==> config.mk <==
export PLATFORM = sky130hd
export DESIGN_NAME = wb_master_engine
export DESIGN_NICKNAME = d
export VERILOG_FILES = /design/src/rtl/wb_master_engine.sv
export SDC_FILE = /design/constraint.sdc
export NUM_CORES = 1
export LEC_CHECK = 0
export BUFFER_PORTS_ARGS = -buffer_cell sky130_fd_sc_hd__buf_4
export CORE_UTILIZATION = 47
export CTS_BUF_LIST = sky130_fd_sc_hd__clkbuf_8
export DETAILED_ROUTE_END_ITERATION = 7
export PLACE_DENSITY = 0.82
export REMOVE_ABC_BUFFERS = 1
export SETUP_SLACK_MARGIN = 0.05
export SLEW_MARGIN = 20
export SYNTH_ARGS = -nofsm -noshare
export SYNTH_HDL_FRONTEND = slang
export SYNTH_SLANG_ARGS = --single-unit
==> constraint.sdc <==
create_clock -name wb_clk -period 3.8 [get_ports wb_clk]
set_input_delay 0 -clock wb_clk [delete_from_list [all_inputs] [get_ports wb_clk]]
set_output_delay 0 -clock wb_clk [all_outputs]
set_load 0.01 [all_outputs]
==> src/rtl/wb_master_engine.sv <==
// Single-transfer Wishbone B3 classic master: one command in, one bus cycle (with retries), one response out.
// Optional watchdog built when WB_MASTER_ENGINE_TIMEOUT_EN is defined.
module wb_master_engine #(
    parameter int dw        = 32,
    parameter int aw        = 32,
    parameter int MAX_RETRY = 4,
    parameter int TIMEOUT   = 16
) (
    input  logic          wb_clk,
    input  logic          wb_rst,

    input  logic          cmd_valid_i,
    output logic          cmd_ready_o,
    input  logic          cmd_we_i,
    input  logic [aw-1:0] cmd_adr_i,
    input  logic [dw-1:0] cmd_dat_i,
    input  logic [3:0]    cmd_sel_i,

    output logic          rsp_valid_o,
    output logic [dw-1:0] rsp_dat_o,
    output logic [1:0]    rsp_status_o,

    output logic [aw-1:0] wb_adr_o,
    output logic [dw-1:0] wb_dat_o,
    output logic [3:0]    wb_sel_o,
    output logic          wb_we_o,
    output logic          wb_cyc_o,
    output logic          wb_stb_o,
    output logic [2:0]    wb_cti_o,
    output logic [1:0]    wb_bte_o,
    input  logic [dw-1:0] wb_dat_i,
    input  logic          wb_ack_i,
    input  logic          wb_err_i,
    input  logic          wb_rty_i
);

    localparam logic [1:0] ST_OK      = 2'b00;
    localparam logic [1:0] ST_ERR     = 2'b01;
    localparam logic [1:0] ST_RETRY   = 2'b10;
    localparam logic [1:0] ST_TIMEOUT = 2'b11;

    if (MAX_RETRY < 0 || MAX_RETRY > 15) begin : g_bad_max_retry
        $error("wb_master_engine: MAX_RETRY out of range");
    end
    if (TIMEOUT < 2 || TIMEOUT > 255) begin : g_bad_timeout
        $error("wb_master_engine: TIMEOUT out of range");
    end

    typedef enum logic [1:0] {
        IDLE,
        BUS,
        BACKOFF,
        RESP
    } state_t;

    state_t          state, state_next;
    logic [3:0]      retry_cnt, retry_next;
    logic [1:0]      status_next;
    logic            set_status;
    logic            load_cmd;
    logic            capture_rd;

    logic            req_we;
    logic [aw-1:0]   req_adr;
    logic [dw-1:0]   req_dat;
    logic [3:0]      req_sel;

`ifdef WB_MASTER_ENGINE_TIMEOUT_EN
    logic [7:0]      wdog_cnt;
    logic            wdog_clr;
    logic            wdog_inc;
`endif

    // Outputs decode straight from the state register so a reset drops cyc/stb without waiting for a clock.
    assign cmd_ready_o = (state == IDLE);
    assign rsp_valid_o = (state == RESP);
    assign wb_cyc_o    = (state == BUS);
    assign wb_stb_o    = (state == BUS);
    assign wb_adr_o    = req_adr;
    assign wb_dat_o    = req_dat;
    assign wb_sel_o    = req_sel;
    assign wb_we_o     = req_we;
    assign wb_cti_o    = 3'b000;
    assign wb_bte_o    = 2'b00;

    always_ff @(posedge wb_clk or posedge wb_rst) begin
        if (wb_rst) begin
            state     <= IDLE;
            retry_cnt <= 4'd0;
        end else begin
            state     <= state_next;
            retry_cnt <= retry_next;
        end
    end

    always_ff @(posedge wb_clk or posedge wb_rst) begin
        if (wb_rst) begin
            req_we  <= 1'b0;
            req_adr <= '0;
            req_dat <= '0;
            req_sel <= 4'd0;
        end else if (load_cmd) begin
            req_we  <= cmd_we_i;
            req_adr <= cmd_adr_i;
            req_dat <= cmd_dat_i;
            req_sel <= cmd_sel_i;
        end
    end

    // Status and read data are only touched on the edge that ends a transfer, so both hold between responses.
    always_ff @(posedge wb_clk or posedge wb_rst) begin
        if (wb_rst) begin
            rsp_status_o <= ST_OK;
            rsp_dat_o    <= '0;
        end else begin
            if (set_status) begin
                rsp_status_o <= status_next;
            end
            if (capture_rd) begin
                rsp_dat_o <= wb_dat_i;
            end
        end
    end

`ifdef WB_MASTER_ENGINE_TIMEOUT_EN
    always_ff @(posedge wb_clk or posedge wb_rst) begin
        if (wb_rst) begin
            wdog_cnt <= 8'd0;
        end else if (wdog_clr) begin
            wdog_cnt <= 8'd0;
        end else if (wdog_inc && wdog_cnt != 8'hFF) begin
            wdog_cnt <= wdog_cnt + 8'd1;
        end
    end
`endif

    always_comb begin
        state_next  = state;
        retry_next  = retry_cnt;
        status_next = rsp_status_o;
        set_status  = 1'b0;
        load_cmd    = 1'b0;
        capture_rd  = 1'b0;
`ifdef WB_MASTER_ENGINE_TIMEOUT_EN
        wdog_clr    = 1'b0;
        wdog_inc    = 1'b0;
`endif
        case (state)
            IDLE: begin
                if (cmd_valid_i) begin
                    load_cmd   = 1'b1;
                    retry_next = 4'd0;
`ifdef WB_MASTER_ENGINE_TIMEOUT_EN
                    wdog_clr   = 1'b1;
`endif
                    state_next = BUS;
                end
            end
            BUS: begin
                // err outranks ack so a confused slave never gets its read data accepted.
                if (wb_err_i) begin
                    status_next = ST_ERR;
                    set_status  = 1'b1;
                    state_next  = RESP;
                end else if (wb_ack_i) begin
                    status_next = ST_OK;
                    set_status  = 1'b1;
                    capture_rd  = ~req_we;
                    state_next  = RESP;
                end else if (wb_rty_i) begin
                    if (retry_cnt < 4'(MAX_RETRY)) begin
                        retry_next = retry_cnt + 4'd1;
                        state_next = BACKOFF;
                    end else begin
                        status_next = ST_RETRY;
                        set_status  = 1'b1;
                        state_next  = RESP;
                    end
                end
`ifdef WB_MASTER_ENGINE_TIMEOUT_EN
                else if (wdog_cnt >= 8'(TIMEOUT - 1)) begin
                    status_next = ST_TIMEOUT;
                    set_status  = 1'b1;
                    state_next  = RESP;
                end else begin
                    wdog_inc = 1'b1;
                end
`endif
            end
            BACKOFF: begin
`ifdef WB_MASTER_ENGINE_TIMEOUT_EN
                wdog_clr   = 1'b1;
`endif
                state_next = BUS;
            end
            RESP: begin
                state_next = IDLE;
            end
            default: begin
                state_next = IDLE;
            end
        endcase
    end

endmodule

# [After elaboration in Yosys (flattened, before gate mapping)]
# Cells that the tools add are included.
[classes] add_sub_neg=1 magnitude_cmp=1 n_eq_ne=10 n_mux=26 bitwise=1 reduce_logical=6
[op_table] op="$mux W4" n=5
[op_table] op="$mux W2" n=8
[op_table] op="$mux W1" n=11
[op_table] op="$pmux W2 S4" n=1
[op_table] op="$pmux W4 S2" n=1
[op_table] op="$ne A2 B2 Y1 const B" n=3
[op_table] op="$reduce_and A6 Y1" n=1
[op_table] op="$add A4 B1 Y4 const B" n=1
[op_table] op="$eq A2 B2 Y1 const B" n=2
[op_table] op="$lt A4 B3 Y1 const B" n=1
[op_table] op="$ne A2 B1 Y1 const B" n=2
[op_table] op="$ne A4 B1 Y1 const B" n=1
[op_table] op="$reduce_and A4 Y1" n=1
[op_table] op="$ne A3 B3 Y1 const B" n=1
[op_table] op="$reduce_bool A3 Y1" n=1
[op_table] op="$eq A2 B1 Y1 const B" n=1
[op_table] op="$logic_not A2 Y1" n=1
[op_table] op="$reduce_and A2 Y1" n=1
[op_table] op="$reduce_bool A2 Y1" n=1
[op_table] op="$not A1 Y1" n=1
[totals] register_bits=109 inputBits=107 out_inout_bits=112

# [Logic depth before layout (Yosys ltp)]
# Gate-level depths: netlist (run 1).
[logic_depth] depth_word=7 ltp_mapped=5

# [Worst setup path after synthesis (run 1)]
# OpenSTA, ideal clock, no wires.
[synth_path] path_kind="flip-flop to flip-flop" startpoint="reg state[0]" endpoint="reg req_adr[0], in the netlist wb_adr_o[0]" arrival_ns=1.277 slack_ns=2.398 path_stages_with_launch=5 n_path_buf=2 period_less_slack_ns=1.402 cell_sequence="dfrtp_1 nor3b_1 buf_2 buf_2 mux2_2"
[synth_between] elab_chain_cells=2
[synth_lines] element="start: declaration" line_no="56" text="state_t state, state_next;"
[synth_lines] element="start signal: assignment" line_no="91" text="state <= state_next;"
[synth_lines] element="$logic_not A2 Y1" line_no="148" text="case (state)"
[synth_lines] element="$mux W1" line_no="148"
[synth_lines] element="end signal: assignment" line_no="104" text="req_adr <= cmd_adr_i;"
[synth_lines] element="end: declaration" line_no="64" text="logic [aw-1:0] req_adr;"
# No other way between the ends.
# A chain may end at the register's enable or synchronous reset.

# [Final worst setup path (run 1)]
[layout_path] startpoint="reg state[0]" endpoint="reg rsp_dat_o[22]"
[layout_between] elab_chain_cells=2
[layout_lines] element="$eq A2 B1 Y1" line_no="148"
[layout_lines] element="$mux W1" line_no="148"
[layout_lines] element="end signal: assignment" line_no="120" text="rsp_dat_o <= wb_dat_i;"
[layout_lines] element="end: declaration" line_no="20" text="output logic [dw-1:0] rsp_dat_o,"
# No other way between the ends.

==> results by group, run 1 <==
Outcome
  – Status: finished, violations left
  – Violated checks: design-rule violations

Timing
  – Fmax: 431 MHz
  – Fin. Hold Viols: 0
  – Final setup vio count: 0
  – RSZ-0062 raised after global routing: false
  – Slew HR: 40.8%
  – Fin. max-slew vios: 0
  – Min Tclk post-route: 2.32 ns
  – Measured slew at the worst slew-check pin: 0.888 ns
  – WHS: 0.366 ns
  – Period utilisation layout: 61.1%
  – Clock Skew: 0.0129 ns
  – Setup TNS: 0 ns

Floorplan
  – Die height: 97.6 um
  – Starting density of the core: 48.8%
  – CORE AREA: 0.00881 mm2
  – I/O pins: 219
  – Die Wd: 97.6 um
  – Die Footprint: 0.00953 mm2
  – # rows: 34

CTS
  – CTS root buffer: clkbuf_8
  – CTS Buf Count: 9
  – Clock sink count: 109
  – CTS tree: yes
  – Clock latency on the worst-skew pair: 0.36 ns
  – Longest Clk Path Bufs: 2
  – H-tree levels: 3
  – Clk pin slew, worst setup/hold paths: 0.10 ns

Power
  – Pwr dens: 737 mW/mm2
  – Lkg Pwr: 3.55 nW
  – Maximum vdd drop: 0.000414 V
  – Total Power: 5.33 mW

Setup path
  – CP max FO: 32
  – Required @ worst endpoint: 4.04 ns
  – Worst Path Arrival: 2.56 ns
  – Setup CP Type: reg2reg
  – CP Launch Type: flip-flop
  – Worst setup EP type: flip-flop

Global routing
  – Largest net degree at the start of global routing: 73
  – Vias in the first global route: 3,725
  – Initial antenna violation count: 0
  – Global Route Usage Sum: 26.3%
  – First-pass GRT wire length: 19,200 um
  – Overflow after GRT: 0

Placement
  – Routability cong.: 0.784
  – I/O Buffers: 213
  – DP HPWL: 6780 um

Detailed routing
  – Residual DRC: 32
  – Drt via density: 4.90
  – Initial DRT Pass Iterations: 6
  – Post-DR wirelength/cell: 17.5 um
  – Detailed Route Iter0 Violations: 87
  – ANT nets after route: 0
  – Via count: 3,363
  – Routed WL: 12,000 um

Final layout
  – Area Growth Syn to Fin: 68.3%
  – Layout net count: 682
  – N_diodes: 0
  – Layout cells sized above 1: 57.8%

Synth
  – Cells after Synth: 256
  – Synth Register Bits: 109
  – Syn avg cell area: 16.8 um2
  – Mapped Area: 0.00430 mm2
  – Synth unique cells: 27
  – Total number of yosys warnings: 0
  – Seq/Total Area, Yosys: 63.4%

Min path
  – Worst min-delay path class: in2async

Run
  – Max_cap viols: 0
[synth_stat cells (all sizes together)]
master,count,area (um2)
a21oi,1,5.00
a22o,2,17.5
a31oi,1,6.26
and2,1,6.26
and3,1,6.26
buf,18,126
conb,1,3.75
dfrtp,109,2730
ha,1,12.5
inv,1,3.75
mux2,102,1260
mux2i,1,10.0
nand2,2,7.51
nand2b,1,6.26
nand3,1,17.5
nor2,3,11.3
nor2b,3,18.8
nor3b,1,7.51
nor4,1,6.26
o211ai,1,7.51
o21a,1,7.51
o2bb2ai,1,8.76
or2,1,6.26
or4,1,7.51
[cell usage in the layout (no fill, tap or decap), drive strengths merged, types with 3 or more instances in the layout]
| cell | count |
|---|---|
| mux2 | 102 |
| dlygate4sd3 | 106 |
| nor2 | 3 |
| conb | 5 |
| bufinv | 3 |
| buf | 215 |
| clkbuf | 9 |
| dfrtp | 109 |
| inv | 3 |
| nor2b | 3 |
[area by class of cell]
class | count | area [um2]
tap | 108 | 135
timing repair buffer | 321 | 2680
clock buffer | 9 | 124
fill | 456 | 1570
clock inverter | 6 | 105
sequential | 109 | 2730
inverter | 1 | 6.26
multi-input combinational | 132 | 1460
[layer usage]
metal / vias up / share of wire, % / track usage, %
li1: 1515 / - / -
met1: 1656 / 38 / 29.2
met2: 158 / 52 / 47.8
met3: 34 / 6.8 / 6.26
met4: 0 / 3.3 / 11.4
met5: - / 0 / 0
[power breakdown]
group | leakage (nW) | switching, mW | internal, mW
clock network | 0.118 | 0.366 | 0.430
logic | 2.13 | 0.954 | 1.48
registers | 1.30 | 0.360 | 1.74
total | 3.55 | 1.68 | 3.65
[cell families (layout without fill, tap and decap cells)]
family / count (synthesis) / count (layout) / share of synthesized area [%]
DFF: 109 / 109 / 63.4
muxes: 103 / 103 / 29.6
buffers and inverters: 19 / 337 / 3.03
and+or+nand+nor: 16 / 16 / 2.36
AOI/OAI and AO/OA: 7 / 7 / 1.22
adders and majority gates: 1 / 1 / 0.291
other: 1 / 5 / 0.0872
[timing repair]
| action | CTS | global route |
|---|---|---|
| buffers inserted | 0 | 0 |
| endpoints found under the hold margin | 177 | 0 |
| hold buffers | 106 | 0 |
| resized for setup | 0 | 0 |
[final timing paths]
check                               from             to  depth (start not counted)  slack (ns)
hold / removal                    wb_rst    wb_sel_o[3]                          3        0.37
hold reg to reg             retry_cnt[0]   retry_cnt[0]                          1        0.50
setup / recovery                state[0]  rsp_dat_o[22]                          3        1.48
setup reg to reg                state[0]  rsp_dat_o[22]                          3        1.48
max in group asynchronous         wb_rst  rsp_dat_o[31]                          4        2.37
min in group wb_clk        cmd_dat_i[30]   wb_dat_o[30]                          3        0.42
[stage by stage]
stage,cells,instance area [um2],utilization (%),setup WS (ns)
after floorplan,242,4190,-,-2.58
after global placement,565,5940,67.5,1.61
after detailed placement,565,5940,67.5,1.54
after CTS,686,7230,82.2,1.51
after global routing,686,7230,82.2,1.39
final,686,7230,82.2,1.48
[worst max-delay path, cell delays in order (launching register included)]
cell	delay, ns
dfrtp_1	0.42
nor2b_1	0.60
nand3_4	0.66
mux2_4	0.52
[registers in the layout (all words and copies together) (netlist names)]
name and cells:
rsp_dat_o 32, wb_adr_o 32, wb_dat_o 32, retry_cnt 4, wb_sel_o 4, rsp_status_o 2, state 2, wb_we_o 1
Power figures use the tool's default switching activity.
==> run 2: changes to the inputs <==
--- a/config.mk
+++ b/config.mk
@@ -5,11 +5,12 @@
 export SDC_FILE = /design/constraint.sdc
 export NUM_CORES = 1
 export LEC_CHECK = 0
+export ABC_AREA = 1
 export BUFFER_PORTS_ARGS = -buffer_cell sky130_fd_sc_hd__buf_4
-export CORE_UTILIZATION = 47
+export CORE_UTILIZATION = 43
 export CTS_BUF_LIST = sky130_fd_sc_hd__clkbuf_8
 export DETAILED_ROUTE_END_ITERATION = 7
-export PLACE_DENSITY = 0.82
+export PLACE_DENSITY = 0.78
 export REMOVE_ABC_BUFFERS = 1
 export SETUP_SLACK_MARGIN = 0.05
 export SLEW_MARGIN = 20
==> constraint.sdc (replaced) <==
create_clock -name wb_clk -period 2.11 [get_ports wb_clk]
set_input_delay 0 -clock wb_clk [delete_from_list [all_inputs] [get_ports wb_clk]]
set_output_delay 0 -clock wb_clk [all_outputs]
set_load 0.01 [all_outputs]
==> results by group, run 2 <==
Global routing
  – Vias in the first global route: 4,811
  – Largest net degree at the start of global routing: 72
  – First-pass GRT wire length: 22,900 um
  – Overflow after GRT: 0
  – Global Route Usage Sum: 26.3%
  – Initial antenna violation count: 1

Synth
  – Seq/Total Area, Yosys: 59.5%
  – Synth Flop Type: dfrtp_1
  – Synth unique cells: 21
  – Synth Area in Adders: 0.273%
  – Synth Area in Compound Gates: 6.44%
  – Syn avg cell area: 9.16 um2
  – Top cell type by total area after synthesis: dfrtp_1
  – XOR/XNOR Fraction of Synth Area: 0.191%
  – Most frequent cell after synthesis: nand2_1
  – Largest family of logic cells by synthesized area: simple AND/OR/NAND/NOR gates
  – Top cell type's share of synthesized area: 59.5%
  – Synth top area cells: dfrtp_1 (60%), nand2_1 (15%), nand3_1 (8.2%)
  – Cells after Synth: 500
  – Total number of yosys warnings: 0
  – Commonest cells in the netlist: nand2_1 (189), dfrtp_1 (109), nand3_1 (75)
  – Asr flop ratio synth: 100%
  – Mux contribution to synthesized area: 0%
  – Mapped Area: 0.00458 mm2
  – Simple-gate share of the synthesized area: 25.3%
  – Post-synth EDFFs: 0
  – Synth Register Bits: 109

Setup path
  – FF-to-FF setup slack: 0.50 ns
  – Critical path depth in cells: 7
  – Worst setup EP type: flip-flop
  – CP top delay family: buffers and inverters
  – Required @ worst endpoint: 2.37 ns
  – R2R depth: 7
  – CP max stage cell: dfrtp_1
  – Setup CP Type: reg2reg
  – Worst Path Arrival: 1.87 ns
  – CP cell instances: inv_1 > nand2_4 > inv_6 > nand3_4 > buf_12 > nand2_1 > o21ai_2
  – CP peak stage delay: 0.43 ns
  – Buf+Inv Stages, Crit Path: 3
  – CP Launch Type: flip-flop
  – CP max FO: 32

Min path
  – Worst min-delay path class: in2reg
  – Hold-critical path depth: 3

CTS
  – Clock latency on the worst-skew pair: 0.37 ns
  – H-tree levels: 3
  – Longest Clk Path Bufs: 2
  – Clock sink count: 109
  – CTS tree: yes
  – Clk pin slew, worst setup/hold paths: 0.10 ns
  – CTS root buffer: clkbuf_8
  – CTS Buf Count: 9

Detailed routing
  – Detailed Route Iter0 Violations: 279
  – Post-DR wirelength/cell: 14.7 um
  – ANT nets after route: 0
  – Via count: 4,599
  – Routed WL: 14,000 um
  – Drt via density: 4.84
  – Residual DRC: 0
  – Initial DRT Pass Iterations: 4

Final layout
  – Fin util: 72.7%
  – Most common cell after layout, fill and taps aside: buf_4
  – Most frequent cells in the layout: buf_4 (217), nand2_1 (189), dfrtp_1 (109)
  – Layout cells sized above 1: 33.5%
  – Layout net count: 916
  – Filler cells: 690
  – Area Growth Syn to Fin: 63.8%

Floorplan
  – Starting density of the core: 44.4%
  – Die Footprint: 0.0111 mm2
  – Die height: 105 um
  – CORE AREA: 0.0103 mm2
  – I/O pins: 219
  – Die Wd: 105 um
  – # rows: 37

Power
  – Lkg Pwr: 4.12 nW
  – Pwr dens: 1210 mW/mm2
  – Maximum vdd drop: 0.000664 V

Timing
  – Min Tclk post-route: 1.61 ns
  – RSZ-0062 raised after global routing: false
  – Period utilisation layout: 76.4%
  – Clock Skew: 0.0133 ns
  – Measured slew at the worst slew-check pin: 0.761 ns
  – Slew HR: 49.3%
  – Setup TNS: 0 ns
  – Fmax: 620 MHz
  – Fin. max-slew vios: 0
  – Final setup vio count: 0
  – Fin. Hold Viols: 0

Placement
  – I/O Buffers: 213
  – DP HPWL: 8270 um
  – Routability cong.: 0.774

Outcome
  – Status: completed

Run
  – Max_cap viols: 0
## run 2: per-layer routing
metal  vias to the layer above  part of all wire (%)  track usage (%)
met5                         -                     0                0
met4                         0                   6.3             19.9
met3                        73                   4.4             3.83
met2                       198                    52             45.1
met1                      2168                    37             29.8
li1                       2160                     -                -
## run 2: final timing paths
check / end / start
setup / recovery: rsp_dat_o[7] / state[1]
hold / removal: state[1] / wb_ack_i
setup reg to reg: rsp_dat_o[7] / state[1]
hold reg to reg: wb_dat_o[0] / wb_dat_o[0]
max in group asynchronous: wb_dat_o[0] / wb_rst
min in group asynchronous: rsp_dat_o[15] / wb_rst
## run 2: cell families (layout without fill, tap and decap cells)
kind of cell / after synthesis / count (layout)
flops: 109 / 109
xor+xnor: 1 / 1
compound gates: 35 / 35
fa+ha+maj: 1 / 1
simple gates: 275 / 275
other cells: 1 / 6
buf+inv: 78 / 387
## run 2: tightest hold or removal path: cells and delay by family
kind	cells	cell delay [ns]
compound gates	1	0.21
buf+inv	1	0.08
simple gates	1	0.07
## run 2: layout make-up
cell class / count / area [um2] / area share (%)
antenna: 1 / 2.50 / 0.0333
clock buffer: 10 / 138 / 1.83
clock inverter: 6 / 32.5 / 0.433
inverter: 44 / 173 / 2.30
multi-input combinational: 317 / 1490 / 19.9
sequential: 109 / 2730 / 36.3
tap: 136 / 170 / 2.27
timing repair buffer: 327 / 2770 / 36.9
## run 2: report_power, final
| part | internal (mW) | switching [mW] | total [mW] | leakage (nW) |
|---|---|---|---|---|
| logic | 2.07 | 2.24 | 4.31 | 2.65 |
| registers | 3.04 | 0.611 | 3.65 | 1.37 |
| clock network | 0.451 | 0.682 | 1.13 | 0.0961 |
## run 2: what timing repair did
action | in CTS | in global routing
hold buffers | 106 | 0
buffers inserted | 0 | 0
hold endpoints to repair | 170 | 0
resized for setup | 0 | 0
## run 2: stage by stage
step / area, um2 / total power, mW / worst slack, ns / hold slack (ns) / std cells
floorplan: 4390 / 5.51 / -0.764 / 0.143 / 470
global placement: 6270 / 7.61 / 0.599 / 0.00572 / 827
detailed placement: 6270 / 7.76 / 0.522 / 0.00595 / 827
CTS: 7500 / 9.06 / 0.514 / 0.0560 / 949
global route: 7510 / 9.70 / 0.386 / 0.0811 / 950
finish: 7510 / 9.09 / 0.498 / 0.0717 / 950
